**config.mk**
```make
export PLATFORM = sky130hd
export DESIGN_NAME = uart_rx
export DESIGN_NICKNAME = d
export VERILOG_FILES = /design/src/rtl/uart_rx_pkg.sv /design/src/rtl/uart_rx_sync.sv /design/src/rtl/uart_rx.sv
export SDC_FILE = /design/constraint.sdc
export NUM_CORES = 1
export LEC_CHECK = 0
export CAP_MARGIN = 20
export CORE_ASPECT_RATIO = 1.4
export CORE_UTILIZATION = 41
export DETAILED_ROUTE_END_ITERATION = 10
export GPL_ROUTABILITY_DRIVEN = 0
export PLACE_DENSITY = 0.69
export SYNTH_ARGS = -nofsm -noshare
export SYNTH_HDL_FRONTEND = slang
export SYNTH_HIERARCHICAL = 1
export SYNTH_SLANG_ARGS = --single-unit
```
**constraint.sdc**
```tcl
create_clock -name clk -period 2.3 [get_ports clk]
set_input_delay 0.23 -clock clk [delete_from_list [all_inputs] [get_ports clk]]
set_output_delay 0.23 -clock clk [all_outputs]
set_load 0.01 [all_outputs]
```
**src/rtl/uart_rx_pkg.sv**
```systemverilog
// Shared UART definitions: counter-width helper, default clock frequency, receiver FSM encoding.
`timescale 1ns/1ps
package uart_rx_pkg;

    localparam int UART_CLK_FREQ_DEFAULT = 50_000_000;

    typedef enum logic [2:0] {
        RX_IDLE  = 3'd0,
        RX_START = 3'd1,
        RX_DATA  = 3'd2,
        RX_STOP  = 3'd3,
        RX_BREAK = 3'd4
    } rx_state_t;

    // Bits needed to hold the values 0..n-1 (at least one bit).
    function automatic int clogb2(input int n);
        int r;
        r = 0;
        while ((1 << r) < n) begin
            r = r + 1;
        end
        if (r == 0) begin
            r = 1;
        end
        return r;
    endfunction

endpackage

```
**src/rtl/uart_rx_sync.sv**
```systemverilog
// Two-flop synchroniser for an idle-high asynchronous input, plus a registered copy for edge detection.
`timescale 1ns/1ps
module uart_rx_sync (
    input  logic clk,
    input  logic rst_n,
    input  logic d,
    output logic q,
    output logic fall_edge
);

    logic [2:0] sync_q;

    always_ff @(posedge clk or negedge rst_n) begin
        if (!rst_n) begin
            sync_q <= 3'b111;
        end else begin
            sync_q <= {sync_q[1:0], d};
        end
    end

    // fall_edge is high the cycle before q itself goes low.
    assign q         = sync_q[2];
    assign fall_edge = sync_q[2] & ~sync_q[1];

endmodule

```
**src/rtl/uart_rx.sv**
```systemverilog
// UART receiver: 1 start, datawidth data bits LSB first, 1 stop, no parity, mid-bit sampling.
// Define UART_RX_MAJORITY_EN to use a 2-of-3 vote around mid-bit (decision one cycle later).
`timescale 1ns/1ps
module uart_rx
    import uart_rx_pkg::*;
#(
    parameter int datawidth = 8,
    parameter int Baudrate  = 9600,
    parameter int CLK_FREQ  = UART_CLK_FREQ_DEFAULT
) (
    input  logic                 clk,
    input  logic                 rst_n,
    input  logic                 rxd,
    output logic [datawidth-1:0] data_out,
    output logic                 rx_done_flag,
    output logic                 frame_err,
    output logic                 rx_busy
);

    localparam int BIT_CYC  = CLK_FREQ / Baudrate;
    localparam int HALF_CYC = BIT_CYC / 2;
    localparam int CW       = clogb2(BIT_CYC);
    localparam int IW       = clogb2(datawidth);
`ifdef UART_RX_MAJORITY_EN
    localparam int SAMPLE_LAT = 1;
`else
    localparam int SAMPLE_LAT = 0;
`endif
    localparam logic [CW-1:0] START_PT = CW'(HALF_CYC - 1 + SAMPLE_LAT);
    localparam logic [CW-1:0] BIT_LAST = CW'(BIT_CYC - 1);
    localparam logic [IW-1:0] IDX_LAST = IW'(datawidth - 1);

    rx_state_t            state, state_nxt;
    logic [CW-1:0]        bit_cyc_cnt;
    logic [IW-1:0]        bit_idx;
    logic [datawidth-1:0] shreg;
    logic                 rxd_s, fall_edge, sample_bit;
    logic                 cnt_clr, idx_clr, idx_inc, shift_en, done_set, err_set;

    uart_rx_sync u_sync (
        .clk       (clk),
        .rst_n     (rst_n),
        .d         (rxd),
        .q         (rxd_s),
        .fall_edge (fall_edge)
    );

`ifdef UART_RX_MAJORITY_EN
    // hist[1], hist[0], rxd_s are the samples at mid-1, mid, mid+1 when the decision is taken.
    logic [1:0] hist;

    always_ff @(posedge clk or negedge rst_n) begin
        if (!rst_n) begin
            hist <= 2'b11;
        end else begin
            hist <= {hist[0], rxd_s};
        end
    end

    assign sample_bit = (hist[1] & hist[0]) | (hist[1] & rxd_s) | (hist[0] & rxd_s);
`else
    assign sample_bit = rxd_s;
`endif

    always_comb begin
        state_nxt = state;
        cnt_clr   = 1'b0;
        idx_clr   = 1'b0;
        idx_inc   = 1'b0;
        shift_en  = 1'b0;
        done_set  = 1'b0;
        err_set   = 1'b0;
        case (state)
            RX_IDLE: begin
                if (fall_edge) begin
                    state_nxt = RX_START;
                    cnt_clr   = 1'b1;
                end
            end
            RX_START: begin
                if (bit_cyc_cnt == START_PT) begin
                    cnt_clr = 1'b1;
                    if (!sample_bit) begin
                        state_nxt = RX_DATA;
                        idx_clr   = 1'b1;
                    end else begin
                        state_nxt = RX_IDLE;
                    end
                end
            end
            RX_DATA: begin
                if (bit_cyc_cnt == BIT_LAST) begin
                    cnt_clr  = 1'b1;
                    shift_en = 1'b1;
                    if (bit_idx == IDX_LAST) begin
                        state_nxt = RX_STOP;
                    end else begin
                        idx_inc = 1'b1;
                    end
                end
            end
            RX_STOP: begin
                if (bit_cyc_cnt == BIT_LAST) begin
                    cnt_clr = 1'b1;
                    if (sample_bit) begin
                        done_set  = 1'b1;
                        state_nxt = RX_IDLE;
                    end else begin
                        err_set   = 1'b1;
                        state_nxt = RX_BREAK;
                    end
                end
            end
            RX_BREAK: begin
                // Leave only once the line is back high, so a held-low line reports one error.
                if (rxd_s) begin
                    state_nxt = RX_IDLE;
                end
            end
            default: state_nxt = RX_IDLE;
        endcase
    end

    always_ff @(posedge clk or negedge rst_n) begin
        if (!rst_n) begin
            state        <= RX_IDLE;
            bit_cyc_cnt  <= '0;
            bit_idx      <= '0;
            shreg        <= '0;
            data_out     <= '0;
            rx_done_flag <= 1'b0;
            frame_err    <= 1'b0;
        end else begin
            state        <= state_nxt;
            rx_done_flag <= done_set;
            frame_err    <= err_set;
            if (cnt_clr || state == RX_IDLE || state == RX_BREAK) begin
                bit_cyc_cnt <= '0;
            end else begin
                bit_cyc_cnt <= bit_cyc_cnt + 1'b1;
            end
            if (idx_clr) begin
                bit_idx <= '0;
            end else if (idx_inc) begin
                bit_idx <= bit_idx + 1'b1;
            end
            if (shift_en) begin
                shreg[bit_idx] <= sample_bit;
            end
            if (done_set) begin
                data_out <= shreg;
            end
        end
    end

    assign rx_busy = (state != RX_IDLE);

endmodule
```
==> flow_summary.yaml, run 1 <==
outcome:
  status: "completed"
timing:
  maxSlewHeadroom_pct: 42.71
  fin_hold_ws_ns: 0.03793
  fin_crit_ns: 1.940
  tightest_slew_ns: 0.8593
  hold_viol_final: 0
  rsz0062_at_grt: "no"
  skew_ns: 0.005090
  worst_slack_ns: 0.3597
  fmax_ghz: 0.5154
  fin_setup_tns_ns: 0
  slew_violations: 0
  setup_violations: 0
  post-route-period-util_pct: 84.36
grt:
  grt_pass1_wl_mm: 5.671
  grt_usage_pct: 15.99
  antenna_found_initial: 0
  overflow: 0
  grt_pass1_vias: 1229
  grt_max_degree: 41
min_path:
  hp-class: "primary input to asynchronous set/reset pin"
route:
  wire_per_inst_um: 14.20
  routed_wl_mm: 3.379
  detail_route.iter0.violations: 44
  drtPass1Iterations: 4
  avgViaCountPerCell: 5.231
  drc_errors: 0
  route.vias.total: 1245
  antenna_left: 0
setup_path:
  rrSetupSlack_ns: 0.36
  rr_endpoint: "shreg[4]"
  crit_path_top_delay_cell: "dfrtp_1"
  slowest_delay_ns: 0.48
  r2r_cells: 4
  r2r_start: "bit_cyc_cnt[5]"
  path_buf_inv: 0
  critical_path.max_fanout: 8
  worstSetupStartpointType: "flop"
  arrival_ns: 2.13
  crit_type: "flop to flop"
  critPathCaptureType: "flop"
  crit_chain: "nor4b_4 -> nand4_4 -> nor4b_2 -> mux2_2"
  cp_top_family: "simple AND/OR/NAND/NOR gates"
  critPathRequiredTime_ns: 2.49
clocking:
  numCtsBuffers: 5
  clk_latency_ns: 0.30
  clk_transition_reported_paths_ns: 0.08
  cts_root_buffer: "clkbuf_8"
  ctsResizeCount: 0
  cts_buffer_depth: 2
  cts_tree: "done"
  cts_num_sinks: 40
  postCtsSetupBuffers: 0
  h-tree-depth: 2
  hold_buffers: 0
finish:
  finalNetCount: 181
  area_growth_pct: 14.25
  multiInputGateArea_um2: 865.8
  layout-drive-gt1-share_pct: 22.73
  seq_area_um2: 1005
  nFillCells: 439
  design_area_um2: 2177
  final_common_cell: "dfrtp_1"
  antennaDiodeCount: 0
  final_cell_mix: "dfrtp_1, nor2_1, mux2_2, clkdlybuf4s50_1, xnor2_1"
power:
  p_per_area_nw_per_um2: 690.6
  p_leak_nw: 0.9615
  fin_total_pwr_mw: 1.503
  vdd_drop_max_mv: 0.3723
placed_design:
  place_area_um2: 2088
  place_ws_ns: 0.3421
  place_hpwl_mm: 2.445
  portBuffers: 13
floorplan:
  core_area_um2: 4499
  die_y_um: 82.67
  initial_utilization_pct: 42.35
  pin_count: 14
  die_w_um: 59.62
  rows: 29
  die-area_um2: 4928
synthesis:
  yosys.cell_types.count: 36
  yosysSeqAreaShare_pct: 52.72
  synthesis.nets: 166
  ys.warnings.count: 6
  synthesis.area_um2: 1906
  postSynthAreaPerCell_um2: 11.91
  ys_ff_latch: 40
  syn_inst: 160
flow_run:
  maxCapViolations: 0
## worst max-delay path by stage
stage,start,end,slack [ns],cells after the start
floorplan,bit_cyc_cnt[5],shreg[2],0.54,4
global placement,bit_cyc_cnt[5],shreg[2],0.41,4
detailed placement,bit_cyc_cnt[5],shreg[2],0.34,4
CTS,bit_cyc_cnt[5],shreg[4],0.34,4
global route,bit_cyc_cnt[0],data_out[2],0.28,5
finish,bit_cyc_cnt[5],shreg[4],0.36,4
## metrics by stage
step                      utilization [%]  std cells
after global placement              46.41        230
after global routing                48.39        238
after floorplan                         -        160
final                               48.39        238
after detailed placement            46.41        230
after CTS                           48.39        238
## synth_stat cells, drive strengths merged
| cell | instances | area (um^2) |
|---|---|---|
| and3 | 1 | 7.510 |
| nand2 | 4 | 15.01 |
| o22ai | 1 | 6.260 |
| nand4 | 5 | 46.29 |
| nor2b | 3 | 26.27 |
| o211ai | 1 | 7.510 |
| nor3 | 4 | 20.02 |
| nor3b | 2 | 15.01 |
| nor4b | 8 | 110.1 |
| nand2b | 1 | 6.260 |
| nor4 | 2 | 12.51 |
| clkbuf | 4 | 15.01 |
| a31oi | 1 | 6.260 |
| dfrtp | 37 | 925.9 |
| xor2 | 2 | 17.52 |
| o21ai | 1 | 5.000 |
| dfstp | 3 | 78.83 |
| and4b | 3 | 30.03 |
| mux2i | 4 | 40.04 |
| nand3 | 6 | 30.03 |
| ha | 3 | 37.54 |
| and4bb | 1 | 12.51 |
| or2 | 3 | 18.77 |
| buf | 1 | 5.000 |
| mux2 | 16 | 180.2 |
| xnor2 | 10 | 87.58 |
| nor2 | 25 | 101.4 |
| or3 | 1 | 6.260 |
| a21oi | 1 | 5.000 |
| inv | 4 | 15.01 |
| nand3b | 2 | 15.01 |
## area by class of cell
| class | instances | area share, % |
|---|---|---|
| clock inverters | 2 | 0.7471 |
| inverters | 4 | 0.6897 |
| multi-input cells | 111 | 39.77 |
| repair buffers | 13 | 5.747 |
| well taps | 62 | 3.563 |
| flip-flops and latches | 40 | 46.15 |
| clock buffers | 6 | 3.333 |
## sequential cells by signal, summed over array words and instances (netlist names)
| signal | cells |
|---|---|
| bit_cyc_cnt | 13 |
| shreg | 8 |
| bit_idx | 3 |
| u_sync/sync_q | 3 |
| frame_err | 1 |
| data_out | 8 |
| state | 3 |
| rx_done_flag | 1 |
## where the power goes
part / internal [mW] / switching [mW]
Sequential: 0.768 / 0.0933
Combinational: 0.0855 / 0.0926
Clock: 0.216 / 0.248
Total: 1.07 / 0.434
## metal layers
layer	GRT usage, %	share of wire, %	up-vias	wire length [um]
met5	0	0	-	0
met4	8.140	2.1	0	70
met3	3.738	2.8	7	94
met2	28.20	54	18	1817
met1	17.71	41	629	1397
li1	-	-	591	-
## cell families after synthesis
group	after synthesis	synth area share (%)
flops	40	52.73
mux	20	11.56
compound gates	5	1.576
fa+ha+maj	3	1.970
simple gates	71	24.82
buf+inv	9	1.838
xor+xnor	12	5.515
Power figures use the tool's default switching activity.
==> run 2, diff against run 1 <==
==> constraint.sdc (replaced) <==
create_clock -name clk -period 1.8 [get_ports clk]
set_input_delay 0.18 -clock clk [delete_from_list [all_inputs] [get_ports clk]]
set_output_delay 0.18 -clock clk [all_outputs]
set_load 0.01 [all_outputs]
==> run 2 against run 1 <==
  * The flow now finishes with violations (negative setup slack)
  * Highest routed layer unchanged
  * Via count rose by 9.6%
  * Utilization rose by 6.9 points
  * Power rose by 47%
  * Clock-buffer cell count fell by 1
  * Critical path type unchanged
==> flow_summary.yaml, run 2 (synthesized netlist as in run 1, its figures left out) <==
grt:
  grt_max_degree: 41
  antenna_found_initial: 0
  overflow: 0
  grt_pass1_wl_mm: 6.451
  grt_usage_pct: 17.89
  grt_pass1_vias: 1414
setup_path:
  arrival_ns: 2.00
  critical_path.max_fanout: 5
  crit_chain: "ha_2 -> and4bb_2 -> nand4_1 -> buf_6 -> nor2_4 -> mux2_2"
  rr_endpoint: "data_out[4]"
  cp_top_family: "simple AND/OR/NAND/NOR gates"
  worstSetupStartpointType: "flop"
  crit_path_top_delay_cell: "dfrtp_1"
  r2r_cells: 6
  path_buf_inv: 1
  r2r_start: "bit_cyc_cnt[1]"
  critPathRequiredTime_ns: 1.98
  critPathCaptureType: "flop"
  rrSetupSlack_ns: -0.02
  crit_type: "flop to flop"
  slowest_delay_ns: 0.36
finish:
  layout-drive-gt1-share_pct: 37.07
  antennaDiodeCount: 0
  final_common_cell: "dfrtp_1"
  largest_reg_flops: 13
  area_growth_pct: 30.60
  postLayoutCoreUtil_pct: 55.31
  design_area_um2: 2489
  reg_top3: "bit_cyc_cnt x13, data_out x8, shreg x8"
  final_cell_mix: "dfrtp_1, buf_4, nor2_1, clkdlybuf4s50_1"
  regMostFlops: "bit_cyc_cnt"
  finalNetCount: 210
flow_run:
  maxCapViolations: 0
clocking:
  cts_root_buffer: "clkbuf_8"
  clk_transition_reported_paths_ns: 0.07
  clk_latency_ns: 0.30
  cts_buffer_depth: 2
  cts_num_sinks: 40
  numCtsBuffers: 5
  h-tree-depth: 2
  cts_tree: "done"
power:
  vdd_drop_max_mv: 0.6101
  p_leak_nw: 1.123
  p_per_area_nw_per_um2: 888.5
timing:
  slew_violations: 0
  tightest_slew_ns: 0.5074
  rsz0062_at_grt: "yes"
  fin_crit_ns: 1.817
  hold_viol_final: 0
  fin_setup_tns_ns: -0.03411
  post-route-period-util_pct: 101.0
  setup_violations: 2
  maxSlewHeadroom_pct: 66.17
  worst_slack_ns: -0.01743
  skew_ns: 0.003841
  fmax_ghz: 0.5502
floorplan:
  pin_count: 14
  initial_utilization_pct: 42.35
  core_area_um2: 4499
  die_w_um: 59.62
  die-area_um2: 4928
  rows: 29
  die_y_um: 82.67
min_path:
  worstHoldEndpoint: "u_sync/sync_q[0]"
  hp-start: "rxd"
  hp-class: "primary input to flop"
  hold_depth: 1
route:
  route.vias.total: 1365
  wire_per_inst_um: 14.69
  drc_errors: 0
  routed_wl_mm: 3.921
  detail_route.iter0.violations: 30
  avgViaCountPerCell: 5.112
  antenna_left: 0
  drtPass1Iterations: 4
outcome:
  failed_checks: "negative setup slack"
  status: "finished with violations"
placed_design:
  place_hpwl_mm: 2.762
  portBuffers: 13
  place_area_um2: 2261
-- run 2: cell types whose count changed in the layout (fill, tap and decap cells not counted), moves of 3 or more --
cell	previous run	this run
buf_4	0	26
ha_1	3	0
ha_2	0	3
mux2_2	16	10
mux2_4	0	6
nor4b_1	3	0
-- run 2: final cells by class --
type | count | area (um^2)
fill | 411 | 2011
multi-input combinational | 112 | 939.7
inverter | 4 | 15.01
tap | 62 | 77.57
clock inverter | 3 | 42.54
sequential | 40 | 1005
timing repair buffer | 41 | 340.3
clock buffer | 5 | 68.82
-- run 2: metal layers --
layer	global-route usage (%)	wire, um	share of wire, %
met1	19.08	1561	40
met2	32.92	2130	54
met3	4.050	140	3.6
met4	8.140	89	2.3
met5	0	0	0
-- run 2: where the power goes --
part,switching (mW),internal (mW),leakage [nW],total (mW)
sequential,0.0585,0.982,0.530,1.04
clock,0.318,0.410,0.0541,0.728
combinational,0.218,0.225,0.539,0.443
total,0.594,1.62,1.12,2.21
-- run 2: through the flow --
step | worst slack (ns) | power, mW | hold WS [ns] | std cells
5_1_grt | -0.1548 | 2.329 | 0.2755 | 267
2_1_floorplan | 0.04132 | 1.265 | -0.1156 | 160
6_report | -0.01743 | 2.211 | 0.2848 | 267
4_1_cts | -0.01499 | 2.209 | 0.2806 | 264
3_3_place_gp | 0.01355 | 1.454 | 0.2579 | 253
3_5_place_dp | -0.06352 | 1.472 | 0.2710 | 253
-- run 2: worst max-delay path by stage --
stage | startpoint | end | slack [ns] | cells after the start
2_1_floorplan | bit_cyc_cnt[5] | shreg[2] | 0.04 | 4
3_3_place_gp | bit_cyc_cnt[7] | state[1] | 0.01 | 5
3_5_place_dp | bit_cyc_cnt[7] | bit_idx[2] | -0.06 | 5
4_1_cts | bit_cyc_cnt[5] | shreg[2] | -0.01 | 4
5_1_grt | state[1] | shreg[1] | -0.15 | 5
6_report | bit_cyc_cnt[1] | data_out[4] | -0.02 | 6
-- run 2: worst reg2reg max path: stages (launching register included) --
cell      delay (ns)
dfrtp_1         0.36
ha_2            0.18
and4bb_2        0.30
nand4_1         0.13
buf_6           0.17
nor2_4          0.20
mux2_2          0.36
-- run 2: what timing repair did --
item                       CTS  global route
resized for setup            4            13
setup endpoints to repair   14            24
hold endpoints to repair    37             0
hold buffers                 1             0
setup buffers                1             3
gates cloned                 1             0
pin swaps                    2             7
==> run 3, diff against run 2 <==
--- a/config.mk
+++ b/config.mk
@@ -6,7 +6,7 @@
 export NUM_CORES = 1
 export LEC_CHECK = 0
 export CAP_MARGIN = 20
-export CORE_ASPECT_RATIO = 1.4
+export CORE_ASPECT_RATIO = 0.9
 export CORE_UTILIZATION = 41
 export DETAILED_ROUTE_END_ITERATION = 10
 export GPL_ROUTABILITY_DRIVEN = 0
==> run 3 against run 2 <==
  * Via count down 1.1%
  * Critical path type unchanged
  * Routed wire length increased by 1.8%
  * The run still ends with negative setup slack left
  * Die area barely moved
  * Clock power increased by 3.4%
  * Sequential share of layout area fell by 1.4 points
  * Combinational power rose by 1%
  * Utilization increased by 2.5 points
  * Highest routed layer unchanged
==> flow_summary.yaml, run 3 (synthesized netlist as in run 1, its figures left out) <==
outcome:
  status: "finished with violations"
  failed_checks: "negative setup slack"
placed_design:
  place_area_um2: 2268
  portBuffers: 13
  place_hpwl_mm: 2.558
  place_inst: 254
floorplan:
  die_y_um: 66.68
  core_area_um2: 4461
  die-area_um2: 4925
  die_w_um: 73.86
  initial_utilization_pct: 42.72
  rows: 23
  pin_count: 14
setup_path:
  critPathCaptureType: "flop"
  crit_chain: "nor4b_4 -> nand4_1 -> buf_6 -> nor2_4 -> mux2_2"
  worstSetupStartpointType: "flop"
  crit_type: "flop to flop"
  slowest_delay_ns: 0.43
  critical_path.max_fanout: 5
  arrival_ns: 2.02
  critPathRequiredTime_ns: 1.99
  crit_path_top_delay_cell: "dfrtp_1"
finish:
  design_area_um2: 2577
  regMostFlops: "bit_cyc_cnt"
  finalNetCount: 215
  reg_top3: "bit_cyc_cnt x13, data_out x8, shreg x8"
  postLayoutCoreUtil_pct: 57.78
  area_growth_pct: 35.26
  final_common_cell: "dfrtp_1"
  largest_reg_flops: 13
  final_cells: 272
  final_cell_mix: "dfrtp_1, buf_4, nor2_1, clkdlybuf4s50_1, xnor2_1"
  nFillCells: 360
  layout-drive-gt1-share_pct: 38.57
  antennaDiodeCount: 0
clocking:
  cts_buffer_depth: 2
  cts_root_buffer: "clkbuf_8"
  numCtsBuffers: 5
  cts_tree: "done"
  h-tree-depth: 2
  clk_transition_reported_paths_ns: 0.08
  clk_latency_ns: 0.30
  cts_num_sinks: 40
route:
  avgViaCountPerCell: 4.963
  route.vias.total: 1350
  routed_wl_mm: 3.991
  detail_route.iter0.violations: 76
  drc_errors: 0
  wire_per_inst_um: 14.67
  antenna_left: 0
  drtPass1Iterations: 4
power:
  vdd_drop_max_mv: 0.5355
  clock_power_share_pct: 33.5
  p_leak_nw: 1.160
  fin_total_pwr_mw: 2.247
  netSwitchingFraction_pct: 27.26
  pwr-share-seq_pct: 46.5
  switchingPower_mw: 0.6126
  p_per_area_nw_per_um2: 871.8
  p_int_mw: 1.635
  pwr-share-comb_pct: 20.0
grt:
  grt_max_degree: 41
  grt_usage_pct: 16.55
  grt_pass1_vias: 1246
  overflow: 0
  grt_pass1_wl_mm: 5.954
  antenna_found_initial: 0
timing:
  fin_setup_tns_ns: -0.08348
  fin_crit_ns: 1.833
  setup_violations: 5
  rsz0062_at_grt: "yes"
  maxSlewHeadroom_pct: 67.16
  hold_viol_final: 0
  tightest_slew_ns: 0.4926
  fmax_ghz: 0.5456
  slew_violations: 0
  post-route-period-util_pct: 101.8
  worst_slack_ns: -0.03274
  skew_ns: 0.003687
flow_run:
  maxCapViolations: 0
min_path:
  hp-class: "primary input to flop"
run 3: changes by cell type in the layout (fill, tap and decap cells not counted), moves of 2 or more:
| cell | previous run | this run |
|---|---|---|
| ha_1 | 0 | 2 |
| ha_2 | 3 | 1 |
| nor4b_2 | 6 | 2 |
| buf_4 | 26 | 30 |
| nor2_4 | 2 | 4 |
| nor4b_4 | 2 | 5 |
| nor2_1 | 24 | 22 |
run 3: metal layers:
metal	global-route usage [%]	routed length, um	share of wire (%)	up-vias
met3	4.085	106	2.7	7
met2	23.28	1875	47	18
met1	23.62	1940	49	664
met4	7.933	68	1.7	0
met5	0	0	0	-
li1	-	-	-	661
run 3: path summary, 6_finish.rpt:
| check | cells past startpoint | startpoint | to | slack (ns) |
|---|---|---|---|---|
| setup / recovery | 5 | bit_cyc_cnt[8] | data_out[0] | -0.03 |
| hold / removal | 1 | rxd | u_sync/sync_q[0] | 0.29 |
| setup reg to reg | 5 | bit_cyc_cnt[8] | data_out[0] | -0.03 |
| hold reg to reg | 0 | u_sync/sync_q[0] | u_sync/sync_q[1] | 0.36 |
| max in group asynchronous | 3 | rst_n | u_sync/sync_q[2] | 0.97 |
| min in group asynchronous | 3 | rst_n | bit_idx[2] | 0.47 |
run 3: layout make-up:
type	count	area (um^2)	share of cell area, %
sequential	40	1005	38.98
timing repair buffer	46	381.6	14.81
tap	62	77.57	3.010
inverter	4	15.01	0.5825
multi-input combinational	112	983.4	38.16
clock buffer	5	68.82	2.670
clock inverter	3	46.29	1.796
run 3: worst max-delay path: cells and delay by family (launching register included):
| family | cells | cell delay, ns |
|---|---|---|
| buffers and inverters | 1 | 0.16 |
| AND/OR/NAND/NOR | 3 | 0.76 |
| multiplexers | 1 | 0.37 |
| flip-flops | 1 | 0.43 |
run 3: power by group through the flow:
stage               sequential (mW)  combinational (mW)  clock, mW
floorplan                      1.08               0.181          0
global placement               1.06               0.380          0
detailed placement             1.06               0.392          0
CTS                            1.04               0.397      0.770
global route                   1.05               0.491      0.797
finish                         1.04               0.449      0.753
run 3: timing repair:
item                       4_1_cts  5_1_grt
pin swaps                        2        7
buffers inserted                 2        6
hold endpoints to repair        37        0
hold buffers                     1        0
setup endpoints to repair       10       19
gates cloned                     0        1
resized for setup                2       23
run 3: per-stage QoR:
step / setup slack (ns) / hold WS (ns)
6_report: -0.03274 / 0.2894
5_1_grt: -0.08744 / 0.2968
4_1_cts: -0.006450 / 0.2820
3_5_place_dp: -0.02092 / 0.2654
3_3_place_gp: 0.01924 / 0.2542
2_1_floorplan: 0.04132 / -0.1156
